<file path="src/rtl/line_buffer_ctrl.sv">
// Frame sequencer for a binary KxK line-buffer chain.
// Ports: start/pix_* in; lb_* chain drive; win_* window report; busy/frame_done status.
module line_buffer_ctrl #(
  parameter int IMG_W = 32,
  parameter int IMG_H = 32,
  parameter int K     = 3,
  localparam int RW = $clog2(IMG_H),
  localparam int CW = $clog2(IMG_W),
  localparam int NW = $clog2((IMG_W-K+1)*(IMG_H-K+1)+1)
) (
  input  logic          clk,
  input  logic          rst,
  input  logic          start,
  input  logic          pix_valid,
  input  logic          pix_in,
  output logic          pix_ready,
  output logic          lb_shift_en,
  output logic          lb_din,
  output logic          win_valid,
  output logic [RW-1:0] win_row,
  output logic [CW-1:0] win_col,
  output logic [NW-1:0] win_cnt,
  output logic          busy,
  output logic          frame_done
);

  typedef enum logic [1:0] {
    IDLE,
    FILL,
    STREAM,
    DONE
  } state_t;

  localparam logic [CW-1:0] COL_LAST = CW'(IMG_W-1);
  localparam logic [RW-1:0] ROW_LAST = RW'(IMG_H-1);
  localparam logic [RW-1:0] ROW_FILL = RW'(K-2);
  localparam logic [RW-1:0] ROW_K1   = RW'(K-1);
  localparam logic [CW-1:0] COL_K1   = CW'(K-1);

  state_t        state;
  state_t        state_nx;
  logic [RW-1:0] row;
  logic [CW-1:0] col;
  logic          acc;
  logic          col_end;
  logic          row_end;
  logic          win_hit;

  assign acc     = pix_valid & pix_ready;
  assign col_end = (col == COL_LAST);
  assign row_end = (row == ROW_LAST);
  // STREAM already implies row >= K-1
  assign win_hit = (state == STREAM) & (col >= COL_K1);

  always_ff @(posedge clk or negedge rst) begin
    if (!rst) state <= IDLE;
    else      state <= state_nx;
  end

  always_comb begin
    state_nx   = state;
    pix_ready  = 1'b0;
    busy       = 1'b0;
    frame_done = 1'b0;
    unique case (state)
      IDLE: begin
        if (start) state_nx = FILL;
      end
      FILL: begin
        pix_ready = 1'b1;
        busy      = 1'b1;
        if (pix_valid && col_end && row == ROW_FILL)
          state_nx = STREAM;
      end
      STREAM: begin
        pix_ready = 1'b1;
        busy      = 1'b1;
        if (pix_valid && col_end && row_end)
          state_nx = DONE;
      end
      DONE: begin
        busy       = 1'b1;
        frame_done = 1'b1;
        state_nx   = IDLE;
      end
      default: state_nx = IDLE;
    endcase
  end

  always_ff @(posedge clk or negedge rst) begin
    if (!rst) begin
      row         <= '0;
      col         <= '0;
      lb_shift_en <= 1'b0;
      lb_din      <= 1'b0;
      win_valid   <= 1'b0;
      win_row     <= '0;
      win_col     <= '0;
      win_cnt     <= '0;
    end else begin
      lb_shift_en <= acc;
      win_valid   <= acc & win_hit;
      if (acc) lb_din <= pix_in;
      if (state == IDLE && start) begin
        row     <= '0;
        col     <= '0;
        win_cnt <= '0;
      end else if (state == DONE) begin
        row <= '0;
        col <= '0;
      end else if (acc) begin
        // last pixel leaves row parked; DONE clears it
        if (col_end) begin
          col <= '0;
          if (!row_end) row <= row + RW'(1);
        end else begin
          col <= col + CW'(1);
        end
        if (win_hit) begin
          win_row <= row - ROW_K1;
          win_col <= col - COL_K1;
          win_cnt <= win_cnt + NW'(1);
        end
      end
    end
  end

endmodule

</file>
<file path="config.mk">
export PLATFORM = sky130hd
export DESIGN_NAME = line_buffer_ctrl
export DESIGN_NICKNAME = d
export VERILOG_FILES = /design/src/rtl/line_buffer_ctrl.sv
export SDC_FILE = /design/constraint.sdc
export NUM_CORES = 1
export LEC_CHECK = 0
export CAP_MARGIN = 20
export CORE_ASPECT_RATIO = 1.5
export CORE_MARGIN = 3
export CORE_UTILIZATION = 55
export DETAILED_ROUTE_END_ITERATION = 8
export PLACE_DENSITY_LB_ADDON = 0.3
export SLEW_MARGIN = 40
export SYNTH_ARGS = -nofsm -noshare
export SYNTH_HDL_FRONTEND = slang
export SYNTH_SLANG_ARGS = --single-unit
</file>
<file path="constraint.sdc">
create_clock -name clk -period 5.3 [get_ports clk]
set_input_delay 1.325 -clock clk [delete_from_list [all_inputs] [get_ports clk]]
set_output_delay 1.325 -clock clk [all_outputs]
set_load 0.02 [all_outputs]
</file>
== Word-level counts from Yosys, hierarchy flattened ==
Index checks and enable logic that the tools add are counted.
Word-level totals
  bits in registers: 35
  input bits: 5
  output and inout bits: 26
  logic and storage cells: 66
Cells by class
  add/sub/neg operators: 5
  $lt $le $gt $ge: 1
  equal/unequal tests: 11
  multiplexer cells: 20
  bitwise logic cells: 5
  reductions and logical operators: 15
Operators by type and width (count)
  $mux W5: 9
  $mux W10: 4
  $add A10 B1 Y10 const B: 1
  $add A5 B1 Y5 const B: 2
  $eq A5 B5 Y1 const B: 2
  $sub A5 B2 Y5 const B: 2
  $reduce_and A3 Y1: 3
  $pmux W2 S4: 1
  $mux W2: 3
  $ne A2 B2 Y1 const B: 3
  $reduce_bool A3 Y1: 2
  $eq A5 B1 Y1 const B: 1
  $ge A5 B2 Y1 const B: 1
  $eq A2 B2 Y1 const B: 2
  $logic_and A1 B1 Y1: 4
  $reduce_and A4 Y1: 1
  $reduce_bool A2 Y1: 2
  $and A1 B1 Y1: 3
  $mux W1: 3
  $ne A3 B1 Y1 const B: 1
  $reduce_or A3 Y1: 1
  $eq A2 B1 Y1 const B: 1
  $logic_not A2 Y1: 1
  $ne A2 B1 Y1 const B: 1
  2 further kinds: 3

== Logic depth before layout (Yosys ltp) ==
Gate-level depths: netlist of run 1.
  depth in word-level cells: 7
  depth in mapped cells: 9
  depth with buffers taken out: 7

== Worst setup path after synthesis of run 1 ==
OpenSTA, ideal clock, no wires.
  kind: in2reg
  start point: input port pix_valid
  end point: register win_cnt[9]
  library setup time: 0.124 ns
  arrival: 2.264 ns
  required time: 5.176 ns
  slack: 2.912 ns
  stages on the path: 5
  path buffers: 1
  path through: nand3_1 > a21o_1 > buf_6 > o311a_1 > a211o_1
On the way
  cells in the longest elaborated chain, start to end: 3
RTL lines
  start: declaration: RTL line 14  | input logic pix_valid,
  $and A1 B1 Y1: RTL line 49  | assign acc = pix_valid & pix_ready;
  $reduce_bool A2 Y1 (no source line)
  $reduce_and A3 Y1 (no source line)
  end signal: assignment: RTL line 122  | win_cnt <= win_cnt + NW'(1);
  end: declaration: RTL line 22  | output logic [NW-1:0] win_cnt,
No other way between the ends.
A chain may end at the register's enable or synchronous reset.

== Worst setup path after layout of run 1 ==
  start point: register state[1]
  end point: output port pix_ready
On the way
  cells in the longest elaborated chain, start to end: 3
  elaborated cells on any way between the ends: 4
  those cells by class: eq/ne: 2; mux: 1; reduce/logical: 1
RTL lines
  start: declaration: RTL line 40  | state_t state;
  start signal: assignment: RTL line 57  | else state <= state_nx;
  $eq A2 B2 Y1 / $eq A2 B1 Y1 (equally long branches): RTL line 65  | unique case (state)
  $reduce_or A2 Y1 (no source line) (*)
  $mux W1 (*): RTL line 65
  end: declaration: RTL line 16  | output logic pix_ready,
Every way passes the cells marked *; elsewhere a longest branch is shown, timed or not.

==> reports/results.txt, run 1 <==
Iter 0 DRT Violations: 55
Initial Utilization: 59.23%
EDFF count, synth: 0
Synth Flop Type: dfrtp_1
R2r setup slk: 3.01 ns
Maxcap violations: 0
Worst setup SP type: flip-flop
Area Growth Syn to Fin: 20.65%
Setup crit start: state[1]
Slew headroom: 68.43%
Layout fillers: 246
Final Instance Area: 2325 um2
Crit end category: primary output
Sequential area share after synthesis: 45.45%
Clock latency at the later pin of the worst-skew pair: 0.29 ns
Post CTS Setup Buffer Count: 0
All-Layer GR Usage: 23.14%
Worst r2r dst: state[1]
Finished Layout Cells: 272
Worst setup path endpoint: pix_ready
Vias in the first global route: 1615
Synth unique cells: 38
Ranking of synthesized cells by area: dfrtp_1, ha_1, nand2_1, o21ai_0, nand3_1
Global-route wire length before repair: 7.251 mm
Core Area: 3253 um2
IO buf count: 30
Worst r2r path cells: 7
YS warnings: 0
Final slew viol count: 0
CP required: 3.97 ns
Mapped Area: 1927 um2
Final setup viols: 0
Reg2Reg Launch Point: col[1]
Clk Tree Root Cell: clkbuf_8
Worst slew pin tran: 0.4736 ns
DP Area: 2243 um2
Mapped Cells: 201
Most frequent cells in the layout: dfrtp_1, clkdlybuf4s50_1, nand2_1
TritonCTS clock tree: yes
Site row count: 25
Commonest non-fill, non-tap cell in the layout: dfrtp_1
Seq. cell area: 875.8 um2
Crit Path Max Fanout: 5
Max H-tree Level: 2
Pleak: 1.091 nW
Drt total wl: 4.357 mm
Ant. Diodes: 0
P per Cell Area: 483.0 nW/um2
Synth async-reset ratio: 100.0%
Setup_tns: 0 ns
RSZ-0062 raised after global routing: false
Num ports: 31
Final Critical Period: 3.147 ns
Syn Area/Cell: 9.586 um2
Final Core Density: 71.46%
Maximum vdd drop: 0.0004329 V
CTS Hold Bufs: 0
CTS Sinks: 35
Initial antenna violation count: 0
Via count: 1603
Antenna-violating nets left: 0
Fmax: 0.3178 GHz
Max clock buf depth: 2
Layout cells sized above 1: 5.603%
RD Place Congestion: 0.7932
CTS buffer count: 5
Min-delay worst type: flip-flop to flip-flop
Period utilization: 59.37%
Register bit count reported by yosys: 35
Skew final: 0.004128 ns
Outcome: finished, final reports clean
Area of the multi-input gates: 968.4 um2
Global route overflow: 0
Nets@finish: 253
CP arrival: 1.82 ns
Detail Placement HPWL: 3.330 mm
Clk slew on worst S/H paths: 0.07 ns
DR pass1 iterations: 4
Largest net degree at the start of global routing: 36
CTS-repair resized insts: 0
Setup CP Type: flip-flop to primary output
Die Y: 78.49 um
Post-Syn Nets: 223
Fin. Hold Viols: 0
DIE AREA: 4264 um2
Synth top area share: 45.45%
Routed WL per cell: 16.02 um
Inst Count DP: 264
Number of remaining DRC errors: 0
Die Wd: 54.33 um
Vias per cell: 5.893
Area leader, netlist: dfrtp_1
## critical path, stage by stage (launching register included)
cell and delay, ns:
dfrtp_1 0.43, inv_1 0.11, ha_1 0.37, clkdlybuf4s50_1 0.63
## metal layers
metal / GRT usage, % / up-vias / share of wire (%)
li1: - / 767 / -
met1: 24.01 / 760 / 38
met2: 39.93 / 62 / 55
met3: 5.693 / 14 / 4.5
met4: 13.22 / 0 / 2.9
met5: 0 / - / 0
## metrics by stage
stage	total power (W)	hold WS [ns]	worst slack (ns)
floorplan	0.0007226	0.5312	2.912
global placement	0.0009172	0.4742	2.193
detailed placement	0.0009480	0.4796	2.150
CTS	0.001132	0.4948	2.134
global route	0.001200	0.5184	2.050
finish	0.001123	0.4901	2.153
## sequential cells by signal (all words and copies together) (netlist names)
signal / count
win_cnt: 10
lb_din: 1
win_col: 5
col: 5
state: 2
win_valid: 1
win_row: 5
lb_shift_en: 1
row: 5
## cells by family (layout without fill, tap and decap cells)
logic type	count (synthesis)	after routing	share of synthesized area, %
adders and majority gates	17	17	11.04
DFF	35	35	45.45
AOI/OAI and AO/OA	40	40	13.96
and+or+nand+nor	79	79	19.81
muxes	4	4	2.273
xor gates and xnor gates	7	7	3.182
buffers and inverters	19	50	4.285
## power breakdown
part           internal [W]  switching, W
Combinational      0.000234      0.000301
Clock             0.0000921     0.0000898
Sequential         0.000339     0.0000676
Total              0.000665      0.000458
## cell usage after synthesis (3+ instances only)
library cell,n
a21oi_1,7
o21ai_0,13
nor3_1,6
inv_1,11
a31o_2,3
nand3_1,12
xnor2_1,6
mux2_2,3
nor2_1,16
and3_1,4
buf_2,3
nand2_1,27
nand4_1,4
dfrtp_1,35
clkbuf_1,4
ha_1,17
a21o_1,5
## worst min-delay path by stage
stage                     from          to  slack (ns)  cells past startpoint
floorplan               row[1]  win_row[1]        0.53                      1
global placement    win_col[1]  win_col[1]        0.47                      2
detailed placement  win_col[0]  win_col[0]        0.48                      2
CTS                 win_col[0]  win_col[0]        0.49                      2
global route        win_col[0]  win_col[0]        0.52                      2
finish              win_col[0]  win_col[0]        0.49                      2
## layout make-up
type / instances / share of cell area, %
Clock inverter: 1 / 0.2153
Clock buffer: 7 / 3.283
Multi-Input combinational cell: 147 / 41.66
Sequential cell: 35 / 37.67
Timing Repair Buffer: 31 / 13.24
Tap cell: 40 / 2.153
Inverter: 11 / 1.776
(Power assumes the default switching activity.)
==> run 2, diff against run 1 <==
--- a/config.mk
+++ b/config.mk
@@ -8,7 +8,7 @@
 export CAP_MARGIN = 20
 export CORE_ASPECT_RATIO = 1.5
 export CORE_MARGIN = 3
-export CORE_UTILIZATION = 55
+export CORE_UTILIZATION = 48
 export DETAILED_ROUTE_END_ITERATION = 8
 export PLACE_DENSITY_LB_ADDON = 0.3
 export SLEW_MARGIN = 40
==> constraint.sdc (replaced) <==
create_clock -name clk -period 2.7 [get_ports clk]
set_input_delay 0.675 -clock clk [delete_from_list [all_inputs] [get_ports clk]]
set_output_delay 0.675 -clock clk [all_outputs]
set_load 0.02 [all_outputs]
==> run 2 against run 1 <==
  * Clock power grew 150%
  * Count of clock-buffer cells in the layout shrank 1
  * Combinational power grew 94%
  * Register-to-register slack lost 2.6 ns
  * Largest cell class unchanged
  * Largest power group unchanged
==> reports/results.txt, run 2 (synthesis gave the netlist of run 1 again) <==
Outcome: finished, final reports clean
Clk Tree Root Cell: clkbuf_8
P per Cell Area: 964.6 nW/um2 (+100%)
Initial antenna violation count: 0 (unchanged)
Hold WS: 0.4846 ns (-0.005506 ns)
RSZ-0062 raised after global routing: false
Area Growth Syn to Fin: 22.73%
DR pass1 iterations: 6 (+2)
Global-route wire length before repair: 6.872 mm (-5.2%)
Routed WL per cell: 14.03 um (-12%)
IO buf count: 30 (unchanged)
Fmax: 0.4013 GHz
Crit Path Max Fanout: 5 (unchanged)
Layout fillers: 312 (+27%)
Worst setup SP type: flip-flop
Vias in the first global route: 1525 (-5.6%)
Drt total wl: 3.871 mm (-11%)
Clock latency at the later pin of the worst-skew pair: 0.28 ns (about the same)
Min-delay worst type: flip-flop to flip-flop
Final slew viol count: 0 (unchanged)
Max H-tree Level: 2 (unchanged)
Detail Placement HPWL: 2.780 mm (-17%)
Die Y: 83.60 um (+6.5%)
Most frequent cells in the layout: dfrtp_1, clkdlybuf4s50_1, nand2_1
Number of remaining DRC errors: 0 (unchanged)
Antenna-violating nets left: 0 (unchanged)
Final Critical Period: 2.492 ns
Largest stage delay on the critical path: 0.63 ns (about the same)
All-Layer GR Usage: 18.22% (-4.9 points)
Commonest non-fill, non-tap cell in the layout: dfrtp_1
Number of flip-flops in the largest register: 10 (unchanged)
Nets@finish: 255 (+0.79%)
Pwr Total: 0.002281 W (+100%)
Largest net degree at the start of global routing: 36 (unchanged)
Num ports: 31 (unchanged)
Maxcap violations: 0 (unchanged)
Skew final: 0.004708 ns (+0.0005799 ns)
TritonCTS clock tree: yes
CP arrival: 1.82 ns (about the same)
Slew headroom: 71.37% (+2.9 points)
CTS Hold Bufs: 0 (unchanged)
Slowest CP cell: clkdlybuf4s50_1
CP Cell Sequence: inv_1, ha_1, clkdlybuf4s50_1
Maximum vdd drop: 0.0006961 V (+61%)
Post CTS Setup Buffer Count: 0 (unchanged)
CTS buffer count: 5 (unchanged)
Fin. Hold Viols: 0 (unchanged)
CTS Sinks: 35 (unchanged)
CP required: 2.03 ns (-1.94 ns)
Pleak: 1.110 nW (+1.7%)
Worst slew pin tran: 0.4295 ns (-0.04413 ns)
Crit end category: primary output
CTS-repair resized insts: 0 (unchanged)
Global route overflow: 0 (unchanged)
Layout cells sized above 1: 6.438% (+0.83 points)
Via count: 1565 (-2.4%)
Setup_tns: 0 ns (unchanged)
Reg with most FFs: win_cnt
Core Area: 3750 um2 (+15%)
Period utilization: 92.30%
Iter 0 DRT Violations: 41 (-25%)
Vias per cell: 5.670 (-3.8%)
Die Wd: 57.73 um (+6.3%)
Site row count: 27 (+8.0%)
DIE AREA: 4826 um2 (+13%)
Clk slew on worst S/H paths: 0.07 ns (about the same)
Final setup viols: 0 (unchanged)
Max clock buf depth: 2 (unchanged)
Setup CP Type: flip-flop to primary output
Initial Utilization: 51.38% (-7.8 points)
Ant. Diodes: 0 (unchanged)
RD Place Congestion: 0.7757 (-2.2%)
[run 2: path summary, 6_finish.rpt]
path / start / end / slack [ns] / cells past startpoint
hold / removal: win_col[3] / win_col[3] / 0.48 / 2
min in group asynchronous: rst / win_cnt[8] / 0.80 / 2
hold reg to reg: win_col[3] / win_col[3] / 0.48 / 2
max in group asynchronous: rst / row[4] / 1.59 / 2
setup / recovery: state[1] / pix_ready / 0.21 / 3
setup reg to reg: col[1] / state[1] / 0.40 / 7
[run 2: final cells by class]
type                       instances  area [um2]  area share (%)
clock inverter                     1       30.03           1.270
sequential                        35       875.8           37.04
timing repair buffer              33       322.8           13.65
multi-input combinational        147       968.4           40.95
inverter                          11       41.29           1.746
clock buffer                       6       72.57           3.069
tap                               43       53.80           2.275
[run 2: metrics by stage]
| stage | instances | instance area [um2] | utilization [%] | setup WS [ns] |
|---|---|---|---|---|
| CTS | 276 | 2365 | 63.06 | 0.2000 |
| global placement | 269 | 2262 | 60.33 | 0.3522 |
| detailed placement | 269 | 2262 | 60.33 | 0.3268 |
| finish | 276 | 2365 | 63.06 | 0.2079 |
| floorplan | 201 | 1927 | - | 0.6783 |
| global route | 276 | 2365 | 63.06 | 0.09322 |
[run 2: power breakdown]
group	leakage [nW]	switching, W	internal (W)
registers	0.465	0.000126	0.000664
clock network	0.0513	0.000180	0.000271
logic	0.593	0.000568	0.000472
total	1.11	0.000875	0.00141
[run 2: metal layers]
layer	share of wire, %	global-route usage (%)
met4	1.8	8.017
met1	43	22.73
met3	3.7	3.870
met5	0	0
met2	52	29.63
[run 2: critical path: cells and delay by family, from the launching register on]
family	cells	cell delay, ns
buf+inv	2	0.73
flops	1	0.43
fa+ha+maj	1	0.37
